==> src/rtl/ps2_host_tx_if.sv <==
// Request/status bundle between a command source and the PS/2 host transmitter.
// The source drives tx_data/tx_valid; the transmitter reports progress and outcome.
`timescale 1ns/1ps
interface ps2_host_tx_if;
   logic [7:0] tx_data;
   logic       tx_valid;
   logic       tx_ready;
   logic       busy;
   logic       done;
   logic       error;
   logic       rx_inhibit;

   modport master (
      output tx_data, tx_valid,
      input  tx_ready, busy, done, error, rx_inhibit
   );

   modport slave (
      input  tx_data, tx_valid,
      output tx_ready, busy, done, error, rx_inhibit
   );
endinterface

==> src/rtl/ps2_host_tx.sv <==
// Host-to-device PS/2 transmitter: inhibits the bus, sends start/data/parity/stop on the
// device's clock, checks the device ACK and reports done or error; pins are open-drain.
`timescale 1ns/1ps
module ps2_host_tx #(
   parameter int INHIBIT_CYCLES = 1200,
   parameter int TIMEOUT_CYCLES = 150000
) (
   input  logic         clk,
   input  logic         reset,
   ps2_host_tx_if.slave tx,
   input  logic         ps2_clk_in,
   input  logic         ps2_dat_in,
   output logic         ps2_clk_oe,
   output logic         ps2_dat_oe
);
   localparam int CNT_MAX = (INHIBIT_CYCLES > TIMEOUT_CYCLES) ? INHIBIT_CYCLES : TIMEOUT_CYCLES;
   localparam int CNT_W   = $clog2(CNT_MAX + 1);
   localparam logic [CNT_W-1:0] INHIBIT_LAST = CNT_W'(INHIBIT_CYCLES - 1);
   localparam logic [CNT_W-1:0] TIMEOUT_LAST = CNT_W'(TIMEOUT_CYCLES - 1);
   localparam logic [CNT_W-1:0] CNT_ZERO     = {CNT_W{1'b0}};
   localparam logic [CNT_W-1:0] CNT_ONE      = CNT_W'(1);
   localparam logic [3:0]       LAST_BIT     = 4'd9;

   typedef enum logic [2:0] {
      ST_IDLE    = 3'd0,
      ST_INHIBIT = 3'd1,
      ST_START   = 3'd2,
      ST_SEND    = 3'd3,
      ST_ACK     = 3'd4,
      ST_RELEASE = 3'd5
   } state_t;

   function automatic logic odd_parity(input logic [7:0] data);
      return ~^data;
   endfunction

   state_t           state_r, state_nxt_s;
   logic [CNT_W-1:0] cnt_r, cnt_nxt_s;
   logic [3:0]       bit_idx_r, bit_idx_nxt_s;
   logic [9:0]       frame_r, frame_nxt_s;
   logic             clk_meta_r, clk_sync_r, clk_prev_r;
   logic             dat_meta_r, dat_sync_r;
   logic             fe_s, timeout_s, line_idle_s;
   logic             clk_oe_r, clk_oe_nxt_s;
   logic             dat_oe_r, dat_oe_nxt_s;
   logic             tx_ready_r, tx_ready_nxt_s;
   logic             busy_r, busy_nxt_s;
   logic             done_r, done_nxt_s;
   logic             error_r, error_nxt_s;

   // Two-flop synchronisers for both pins plus the previous clock level for edge detection.
   always_ff @(posedge clk or posedge reset) begin
      if (reset) begin
         clk_meta_r <= 1'b1;
         clk_sync_r <= 1'b1;
         clk_prev_r <= 1'b1;
         dat_meta_r <= 1'b1;
         dat_sync_r <= 1'b1;
      end else begin
         clk_meta_r <= ps2_clk_in;
         clk_sync_r <= clk_meta_r;
         clk_prev_r <= clk_sync_r;
         dat_meta_r <= ps2_dat_in;
         dat_sync_r <= dat_meta_r;
      end
   end

   assign fe_s        = clk_prev_r & ~clk_sync_r;
   assign timeout_s   = (cnt_r == TIMEOUT_LAST);
   assign line_idle_s = clk_sync_r & dat_sync_r;

   // State register together with the registered datapath and outputs.
   always_ff @(posedge clk or posedge reset) begin
      if (reset) begin
         state_r    <= ST_IDLE;
         cnt_r      <= CNT_ZERO;
         bit_idx_r  <= 4'd0;
         frame_r    <= 10'd0;
         clk_oe_r   <= 1'b0;
         dat_oe_r   <= 1'b0;
         tx_ready_r <= 1'b1;
         busy_r     <= 1'b0;
         done_r     <= 1'b0;
         error_r    <= 1'b0;
      end else begin
         state_r    <= state_nxt_s;
         cnt_r      <= cnt_nxt_s;
         bit_idx_r  <= bit_idx_nxt_s;
         frame_r    <= frame_nxt_s;
         clk_oe_r   <= clk_oe_nxt_s;
         dat_oe_r   <= dat_oe_nxt_s;
         tx_ready_r <= tx_ready_nxt_s;
         busy_r     <= busy_nxt_s;
         done_r     <= done_nxt_s;
         error_r    <= error_nxt_s;
      end
   end

   // Next-state logic; a device edge takes priority over a timeout in the same cycle.
   always_comb begin
      state_nxt_s = state_r;
      case (state_r)
         ST_IDLE: begin
            if (tx.tx_valid) state_nxt_s = ST_INHIBIT;
            else             state_nxt_s = ST_IDLE;
         end
         ST_INHIBIT: begin
            if (cnt_r == INHIBIT_LAST) state_nxt_s = ST_START;
            else                       state_nxt_s = ST_INHIBIT;
         end
         ST_START: state_nxt_s = ST_SEND;
         ST_SEND: begin
            if (fe_s) begin
               if (bit_idx_r == LAST_BIT) state_nxt_s = ST_ACK;
               else                       state_nxt_s = ST_SEND;
            end else if (timeout_s) begin
               state_nxt_s = ST_IDLE;
            end else begin
               state_nxt_s = ST_SEND;
            end
         end
         ST_ACK: begin
            if (fe_s) begin
               if (dat_sync_r) state_nxt_s = ST_IDLE;
               else            state_nxt_s = ST_RELEASE;
            end else if (timeout_s) begin
               state_nxt_s = ST_IDLE;
            end else begin
               state_nxt_s = ST_ACK;
            end
         end
         ST_RELEASE: begin
            if (line_idle_s)    state_nxt_s = ST_IDLE;
            else if (timeout_s) state_nxt_s = ST_IDLE;
            else                state_nxt_s = ST_RELEASE;
         end
         default: state_nxt_s = ST_IDLE;
      endcase
   end

   // Output and datapath next values; the frame register shifts out LSB first on each device edge.
   always_comb begin
      bit_idx_nxt_s  = bit_idx_r;
      frame_nxt_s    = frame_r;
      dat_oe_nxt_s   = 1'b0;
      done_nxt_s     = 1'b0;
      error_nxt_s    = 1'b0;
      clk_oe_nxt_s   = (state_nxt_s == ST_INHIBIT) || (state_nxt_s == ST_START);
      tx_ready_nxt_s = (state_nxt_s == ST_IDLE);
      busy_nxt_s     = (state_nxt_s != ST_IDLE);

      if (state_nxt_s != state_r) begin
         cnt_nxt_s = CNT_ZERO;
      end else if (state_r == ST_IDLE) begin
         cnt_nxt_s = CNT_ZERO;
      end else if (fe_s && (state_r inside {ST_SEND, ST_ACK, ST_RELEASE})) begin
         cnt_nxt_s = CNT_ZERO;
      end else begin
         cnt_nxt_s = cnt_r + CNT_ONE;
      end

      case (state_r)
         ST_IDLE: begin
            bit_idx_nxt_s = 4'd0;
            if (tx.tx_valid) frame_nxt_s = {1'b1, odd_parity(tx.tx_data), tx.tx_data};
            else             frame_nxt_s = frame_r;
         end
         ST_INHIBIT: dat_oe_nxt_s = (state_nxt_s == ST_START);
         ST_START:   dat_oe_nxt_s = 1'b1;
         ST_SEND: begin
            if (state_nxt_s == ST_IDLE) begin
               error_nxt_s = 1'b1;
            end else if (fe_s) begin
               dat_oe_nxt_s  = ~frame_r[0];
               frame_nxt_s   = {1'b0, frame_r[9:1]};
               bit_idx_nxt_s = bit_idx_r + 4'd1;
            end else begin
               dat_oe_nxt_s = dat_oe_r;
            end
         end
         ST_ACK: begin
            if (state_nxt_s == ST_IDLE) error_nxt_s = 1'b1;
            else                        error_nxt_s = 1'b0;
         end
         ST_RELEASE: begin
            if (state_nxt_s != ST_IDLE) begin
               done_nxt_s = 1'b0;
            end else if (line_idle_s) begin
               done_nxt_s = 1'b1;
            end else begin
               error_nxt_s = 1'b1;
            end
         end
         default: dat_oe_nxt_s = 1'b0;
      endcase
   end

   assign ps2_clk_oe    = clk_oe_r;
   assign ps2_dat_oe    = dat_oe_r;
   assign tx.tx_ready   = tx_ready_r;
   assign tx.busy       = busy_r;
   assign tx.rx_inhibit = busy_r;
   assign tx.done       = done_r;
   assign tx.error      = error_r;
endmodule

==> src/flat_wrapper.sv <==
// flat-port wrapper written by rule: the top's interface ports become plain ports
module ps2_host_tx_flat 
#(
   parameter int INHIBIT_CYCLES = 1200,
   parameter int TIMEOUT_CYCLES = 150000
)
  (clk, reset, ps2_clk_in, ps2_dat_in, ps2_clk_oe, ps2_dat_oe, tx_tx_data, tx_tx_valid, tx_tx_ready, tx_busy, tx_done, tx_error, tx_rx_inhibit);
  ps2_host_tx_if tx_i ();
  input  logic clk;
  input  logic reset;
  input  logic ps2_clk_in;
  input  logic ps2_dat_in;
  output logic ps2_clk_oe;
  output logic ps2_dat_oe;
  input wire logic [$bits(tx_i.tx_data)-1:0] tx_tx_data;
  input wire logic [$bits(tx_i.tx_valid)-1:0] tx_tx_valid;
  output wire logic [$bits(tx_i.tx_ready)-1:0] tx_tx_ready;
  output wire logic [$bits(tx_i.busy)-1:0] tx_busy;
  output wire logic [$bits(tx_i.done)-1:0] tx_done;
  output wire logic [$bits(tx_i.error)-1:0] tx_error;
  output wire logic [$bits(tx_i.rx_inhibit)-1:0] tx_rx_inhibit;
  assign tx_i.tx_data = tx_tx_data;
  assign tx_i.tx_valid = tx_tx_valid;
  assign tx_tx_ready = tx_i.tx_ready;
  assign tx_busy = tx_i.busy;
  assign tx_done = tx_i.done;
  assign tx_error = tx_i.error;
  assign tx_rx_inhibit = tx_i.rx_inhibit;
  ps2_host_tx #(.INHIBIT_CYCLES(INHIBIT_CYCLES), .TIMEOUT_CYCLES(TIMEOUT_CYCLES)) u_core (.clk(clk), .reset(reset), .tx(tx_i), .ps2_clk_in(ps2_clk_in), .ps2_dat_in(ps2_dat_in), .ps2_clk_oe(ps2_clk_oe), .ps2_dat_oe(ps2_dat_oe));
endmodule
==> config.mk <==
export PLATFORM = sky130hd
export DESIGN_NAME = ps2_host_tx_flat
export DESIGN_NICKNAME = d
export VERILOG_FILES = /design/src/rtl/ps2_host_tx_if.sv /design/src/rtl/ps2_host_tx.sv /design/src/flat_wrapper.sv
export SDC_FILE = /design/constraint.sdc
export NUM_CORES = 1
export LEC_CHECK = 0
export CORE_UTILIZATION = 45
export CTS_CLUSTER_DIAMETER = 60
export CTS_CLUSTER_SIZE = 10
export DETAILED_ROUTE_END_ITERATION = 6
export DONT_BUFFER_PORTS = 1
export GPL_TIMING_DRIVEN = 0
export HOLD_SLACK_MARGIN = 0.12
export SLEW_MARGIN = 30
export SYNTH_ARGS = -nofsm -noshare
export SYNTH_HDL_FRONTEND = slang
export SYNTH_SLANG_ARGS = --single-unit
==> constraint.sdc <==
create_clock -name clk -period 3.8 [get_ports clk]
set_clock_uncertainty 0.05 [all_clocks]
set_input_delay 0 -clock clk [delete_from_list [all_inputs] [get_ports clk]]
set_output_delay 0 -clock clk [all_outputs]
set_load 0.01 [all_outputs]
==> impl_metrics.csv, run 1 <==
group,metric,value,unit
synthesis,ys_ff_latch,46,
global_route,antenna_found_initial,0,
synthesis,yosysMostFrequentCell,"dfrtp_1",
min_path,hold_class,"in -> async",
clock_tree,h-tree-depth,2,
clock_tree,cts_tree,"done",
synthesis,synth_area,0.00247,mm2
synthesis,synth_top_area_cell,"dfrtp_1",
setup_path,end_kind,"flop",
routing,ant_nets,0,
placed_design,dpl.hpwl,3220,um
floorplan,fp.dieH,76.0,um
routing,routed-via-count,1744,
synthesis,synthArstFlopShare,1.00,
power,irDropWorstVdd,198,uV
setup_path,r2r_setup_slack,1420,ps
placed_design,gp_congestion,0.797,
routing,wl_per_cell,14.7,um
finish,drive_gt1_frac,0.189,
finish,syn_to_final_growth,13.0,%
synthesis,syn-num-nets,245,
routing,finalWirelength,4680,um
synthesis,yosys_most_used_dff,"dfrtp_1",
floorplan,io_pins,20,
clock_tree,clkTransAtPathRegs,90,ps
routing,drt_iter0_markers,117,
setup_path,crit_fanout,10,
sta,setup_tns,0,ps
sta,finalSetupViolCount,0,
synthesis,synth-seq-area-share,0.470,
synthesis,syn_area_per_cell,10.8,um2
synthesis,synth_top_area_frac,0.406,
power,p_sw,187,uW
finish,diodes,0,
placed_design,port_buffers,0,
global_route,grt_max_degree,47,
finish,final-instance-count-excl-fill,319,
clock_tree,cts_sinks,46,
setup_path,crit_type,"reg -> reg",
sta,fmax,420,MHz
sta,maxSlewViolCount,0,
synthesis,ys_top_cells_by_count,"dfrtp_1 (40), nand2_1 (19), xnor2_1 (15)",
power,swShare,0.208,
sta,relSlewSlack,0.583,
global_route,grt_overflow_total,0,
setup_path,start_kind,"flop",
placed_design,dpl.cell_count,299,
run_status,status,"complete, no violations",
synthesis,yosys-top-cells-area,"dfrtp_1 (41%), dfstp_2 (6.4%), xnor2_1 (5.3%), a211oi_2 (5.1%), xor2_1 (3.5%)",
power,cellPowerDensity,322,mW/mm2
setup_path,crit_arrival,2540,ps
global_route,grt_pass1_vias,1767,
floorplan,row_count,26,
sta,hold_viol,0,
sta,final.period_utilization,0.626,
finish,fin_nets,264,
power,p_seq_frac,0.552,
routing,drc,0,
synthesis,yosysUniqueCellTypes,47,
routing,drt-pass1-iter-count,4,
sta,worst_pin_slew,622,ps
clock_tree,postCtsSetupBuffers,0,
job,maxCapViolCount,0,
floorplan,dieArea,0.00578,mm2
clock_tree,cts_root_buf,"clkbuf_8",
synthesis,syn_inst,229,
clock_tree,numCtsBuffers,5,
sta,period_needed,2380,ps
power,intPower,711,uW
routing,via_per_inst,5.47,
clock_tree,clock_latency,300,ps
power,p_leak,0.00121,uW
synthesis,yosys_warnings,0,
global_route,track_usage,0.175,
synthesis,synth_edf_count,0,
floorplan,coreArea,0.00520,mm2
clock_tree,clk_path_buf_depth,2,
global_route,grt_pass1_wl,8160,um
power,clkPwrFrac,0.401,
sta,rsz0062_at_grt,"false",
floorplan,dieWidth,76.0,um
setup_path,worstPathRequired,3960,ps
floorplan,start_util,0.474,
power,combPwrFrac,0.046,
==> through the flow <==
stage	power, uW	setup WS (ps)	hold WS (ps)	util	cell area (um2)
CTS	918	1380	170	0.536	2790
floorplan	531	1650	-45.5	-	2470
finish	898	1420	187	0.536	2790
detailed placement	538	1410	-68.6	0.491	2560
global placement	537	1410	-45.5	0.491	2550
global route	936	1240	178	0.536	2790
==> state kept, by name (all words and copies together) (netlist names) <==
name	flops
u_core.tx.done	1
u_core.tx.tx_ready	1
u_core.ps2_clk_oe	1
u_core.dat_sync_r	1
u_core.clk_prev_r	1
u_core.clk_meta_r	1
u_core.bit_idx_r	4
u_core.tx.busy	1
u_core.clk_sync_r	1
u_core.dat_meta_r	1
u_core.tx.error	1
u_core.ps2_dat_oe	1
u_core.frame_r	10
u_core.state_r	3
u_core.cnt_r	18
==> power by group through the flow <==
stage	Combinational [uW]	Clock, uW	Sequential [uW]
final	41.5	360	496
after global placement	31.6	0	505
after CTS	42.9	379	496
after detailed placement	32.2	0	506
after floorplan	26.5	0	505
after global routing	46.9	393	497
==> final cells by class <==
type,count,area [um2]
plain buffers,12,83.8
clock buffers,6,72.6
clock inverters,2,37.5
fillers,463,2420
inverters,6,25.0
multi-input cells,165,1200
flip-flops and latches,46,1160
well taps,70,87.6
repair buffers,12,120
==> kinds of logic after synthesis <==
kind of cell	Yosys count	share of synthesized area
AND/OR/NAND/NOR	80	0.185
AO/OA/AOI/OAI	48	0.162
flip-flops	46	0.470
XOR/XNOR	25	0.0887
buffers and inverters	18	0.0431
multiplexers	9	0.0370
adder cells (fa/ha/maj)	3	0.0152
==> worst paths after layout <==
path | start | cells past startpoint | end
worst max-delay path | u_core.bit_idx_r[0]$_DFFE_PP0P_ | 8 | u_core.cnt_r[10]$_DFF_PP0_
min in group clk | ps2_clk_in | 1 | u_core.clk_meta_r$_DFF_PP1_
max in group asynchronous | reset | 2 | u_core.tx.tx_ready$_DFF_PP1_
worst min-delay path | reset | 2 | u_core.ps2_clk_oe$_DFF_PP0_
worst max register to register | u_core.bit_idx_r[0]$_DFFE_PP0P_ | 8 | u_core.cnt_r[10]$_DFF_PP0_
worst min register to register | u_core.dat_meta_r$_DFF_PP1_ | 0 | u_core.dat_sync_r$_DFF_PP1_
==> routing by layer <==
| layer | global-route usage | up-vias | wire, um |
|---|---|---|---|
| li1 | - | 854 | - |
| met1 | 0.241 | 844 | 2210 |
| met2 | 0.276 | 39 | 2230 |
| met3 | 0.0371 | 7 | 168 |
| met4 | 0.0558 | 0 | 65 |
| met5 | 0 | - | 0 |
==> what timing repair did <==
item                                   in CTS  in global routing
gates resized for setup                     0                  0
setup endpoints to repair                   0                  0
endpoints found under the hold margin      69                  0
hold buffers                               12                  0
==> cells in the final DEF, fill, tap and decap left out, types with 2 or more instances in the layout <==
cell type / synthesis / layout
nor4_1: 2 / 2
dfrtp_1: 40 / 40
or3_1: 2 / 2
nor2b_1: 3 / 3
nand2_1: 19 / 19
a21oi_1: 8 / 8
clkbuf_8: 0 / 5
nand4_1: 3 / 3
nand3b_1: 2 / 2
nor2_1: 14 / 14
o21ai_0: 11 / 11
clkbuf_1: 2 / 3
nand4_2: 2 / 2
and3_1: 8 / 8
nor3_1: 4 / 4
dfstp_2: 6 / 6
buf_2: 4 / 4
ha_1: 3 / 3
xor2_1: 10 / 10
inv_1: 6 / 5
buf_6: 4 / 4
nand3_1: 10 / 10
a211oi_1: 9 / 9
xnor2_1: 15 / 15
a211oi_2: 10 / 10
mux2i_1: 8 / 8
nand2b_1: 3 / 3
dlygate4sd3_1: 0 / 12
==> worst max-delay path, cell delays in order, from the launching register on <==
cell,delay (ps)
dfrtp_1,430
ha_1,200
and3b_1,210
a31oi_4,220
o31ai_2,120
a2111oi_2,450
nand2_2,210
buf_6,200
a211oi_2,200
No activity file was read; power rests on OpenSTA's default activity.
==> run 2, diff against run 1 <==
==> constraint.sdc (replaced) <==
create_clock -name clk -period 2 [get_ports clk]
set_clock_uncertainty 0.05 [all_clocks]
set_input_delay 0 -clock clk [delete_from_list [all_inputs] [get_ports clk]]
set_output_delay 0 -clock clk [all_outputs]
set_load 0.01 [all_outputs]
==> run 2 against run 1 <==
Compared with the run above:
- cell area is 16% higher
- clock-buffer cell count up 2
- fmax rose by 6.1%
- global-route usage grew 3.1 points
- highest routed layer unchanged
- the flow now finishes with violations (setup timing)
==> impl_metrics.csv, run 2 (synthesis results as in run 1) <==
group,metric,value,unit
run_status,status,"finished, violations left",
run_status,violations,"setup timing",
global_route,grt_pass1_wl,9520,um
placed_design,dpl.hpwl,3210,um
global_route,track_usage,0.206,
sta,period_needed,2240,ps
floorplan,dieWidth,76.0,um
floorplan,coreArea,0.00520,mm2
power,intPower,1260,uW
sta,final.setup.worst_slack,-242,ps
power,irDropWorstVdd,556,uV
sta,relSlewSlack,0.611,
finish,fin_nets,291,
power,cellPowerDensity,497,mW/mm2
setup_path,end_kind,"flop",
floorplan,start_util,0.474,
min_path,hold_class,"in -> async",
job,maxCapViolCount,0,
global_route,use_met3,0.0371,
global_route,grt_overflow_total,0,
finish,drive_gt1_frac,0.362,
routing,drt-pass1-iter-count,4,
finish,final_util,0.621,
setup_path,crit_arrival,2400,ps
setup_path,worstPathRequired,2160,ps
clock_tree,numCtsBuffers,5,
routing,ant_nets,0,
global_route,top_usage_layer,"met2",
placed_design,gp_congestion,0.777,
sta,rsz0062_at_grt,"true",
global_route,met1_usage,0.280,
setup_path,crit_fanout,6,
routing,routed-via-count,1875,
sta,finalSetupViolCount,22,
floorplan,row_count,26,
finish,fill_cells,432,
routing,drt_iter0_markers,85,
placed_design,port_buffers,0,
finish,largest_reg_flops,18,
finish,syn_to_final_growth,31.1,%
power,clkPwrFrac,0.363,
power,p_leak,0.00139,uW
floorplan,io_pins,20,
clock_tree,clkTransAtPathRegs,90,ps
routing,wl_per_cell,16.4,um
routing,via_per_inst,5.42,
clock_tree,cts_tree,"done",
power,combPwrFrac,0.050,
finish,largestRegisters,"u_core.cnt_r: 18 flops, u_core.frame_r: 10 flops, u_core.bit_idx_r: 4 flops",
clock_tree,clock_latency,300,ps
global_route,antenna_found_initial,0,
routing,finalWirelength,5680,um
sta,final.period_utilization,1.12,
sta,fmax,446,MHz
routing,drc,0,
global_route,grt_max_degree,47,
floorplan,dieArea,0.00578,mm2
finish,largest_register,"u_core.cnt_r",
finish,layout_common_cells,"dfrtp_1 (37), nand2_1 (19), a211oi_2 (17)",
sta,worst_pin_slew,584,ps
clock_tree,clk_path_buf_depth,2,
floorplan,fp.dieH,76.0,um
global_route,grt_pass1_vias,1914,
global_route,grtUsageMet2,0.340,
clock_tree,cts_root_buf,"clkbuf_8",
sta,hold_viol,0,
sta,whs,200,ps
finish,diodes,0,
setup_path,start_kind,"flop",
placed_design,dp_slack,-272,ps
power,swShare,0.215,
finish,final_common_cell,"dfrtp_1",
setup_path,crit_type,"reg -> reg",
clock_tree,cts_sinks,46,
power,p_sw,346,uW
power,p_seq_frac,0.587,
sta,maxSlewViolCount,0,
clock_tree,h-tree-depth,2,
[run 2: changes by cell type in the layout (fill, tap and decap cells not counted), moves of 3 or more]
cell / before / now
buf_4: 1 / 16
a211oi_1: 9 / 2
a211oi_2: 10 / 17
buf_6: 4 / 9
dfrtp_1: 40 / 37
dfrtp_2: 0 / 3
[run 2: repair_timing]
action	CTS	global route
buffers inserted	18	5
hold buffers	12	0
pin swaps	13	19
gates resized for setup	28	20
hold endpoints to repair	63	0
gates cloned	3	1
endpoints found under the setup margin	30	31
[run 2: final cells by class]
class | instances | area [um2] | share of cell area
repair buffers | 39 | 408 | 0.126
multi-input cells | 165 | 1350 | 0.419
flip-flops and latches | 46 | 1160 | 0.359
well taps | 70 | 87.6 | 0.0271
inverters | 6 | 25.0 | 0.00774
plain buffers | 12 | 108 | 0.0333
clock buffers | 8 | 90.1 | 0.0279
[run 2: worst paths after layout]
| path | start | to | slack [ps] | cells after the start |
|---|---|---|---|---|
| hold reg to reg | u_core.dat_meta_r$_DFF_PP1_ | u_core.dat_sync_r$_DFF_PP1_ | 310 | 0 |
| hold / removal | reset | u_core.cnt_r[14]$_DFF_PP0_ | 200 | 2 |
| min in group clk | ps2_clk_in | u_core.clk_meta_r$_DFF_PP1_ | 200 | 1 |
| setup / recovery | u_core.bit_idx_r[1]$_DFFE_PP0P_ | u_core.cnt_r[16]$_DFF_PP0_ | -240 | 11 |
| setup reg to reg | u_core.bit_idx_r[1]$_DFFE_PP0P_ | u_core.cnt_r[16]$_DFF_PP0_ | -240 | 11 |
| max in group asynchronous | reset | u_core.cnt_r[4]$_DFF_PP0_ | 1260 | 2 |
[run 2: worst max-delay path, stage by stage, from the launching register on]
cell      delay, ps
dfrtp_1         370
inv_2            40
ha_2            160
and3b_2         210
a31oi_4         250
buf_6           140
o32ai_2          60
o22a_2          240
nand2b_4        160
buf_6           150
buf_12          140
a211oi_2        200
[run 2: power groups by stage]
stage | Clock, uW | Sequential [uW] | Combinational, uW
after floorplan | 0 | 959 | 50.3
after global placement | 0 | 960 | 59.4
after detailed placement | 0 | 960 | 60.1
after CTS | 600 | 943 | 81.5
after global routing | 635 | 944 | 91.2
final | 583 | 943 | 80.6
[run 2: routing by layer]
metal | part of all wire | wire length (um)
met2 | 0.48 | 2740
met1 | 0.47 | 2660
met4 | 0.014 | 79
met3 | 0.035 | 197
met5 | 0 | 0
[run 2: per-stage QoR]
stage               total power, uW  setup TNS (ps)  instances  instance area, um2
finish                         1610           -4320        346                3230
global route                   1670           -6360        346                3230
CTS                            1620           -4680        340                3110
detailed placement             1020           -5410        299                2580
global placement               1020           -5360        299                2580
floorplan                      1010               0        229                2490
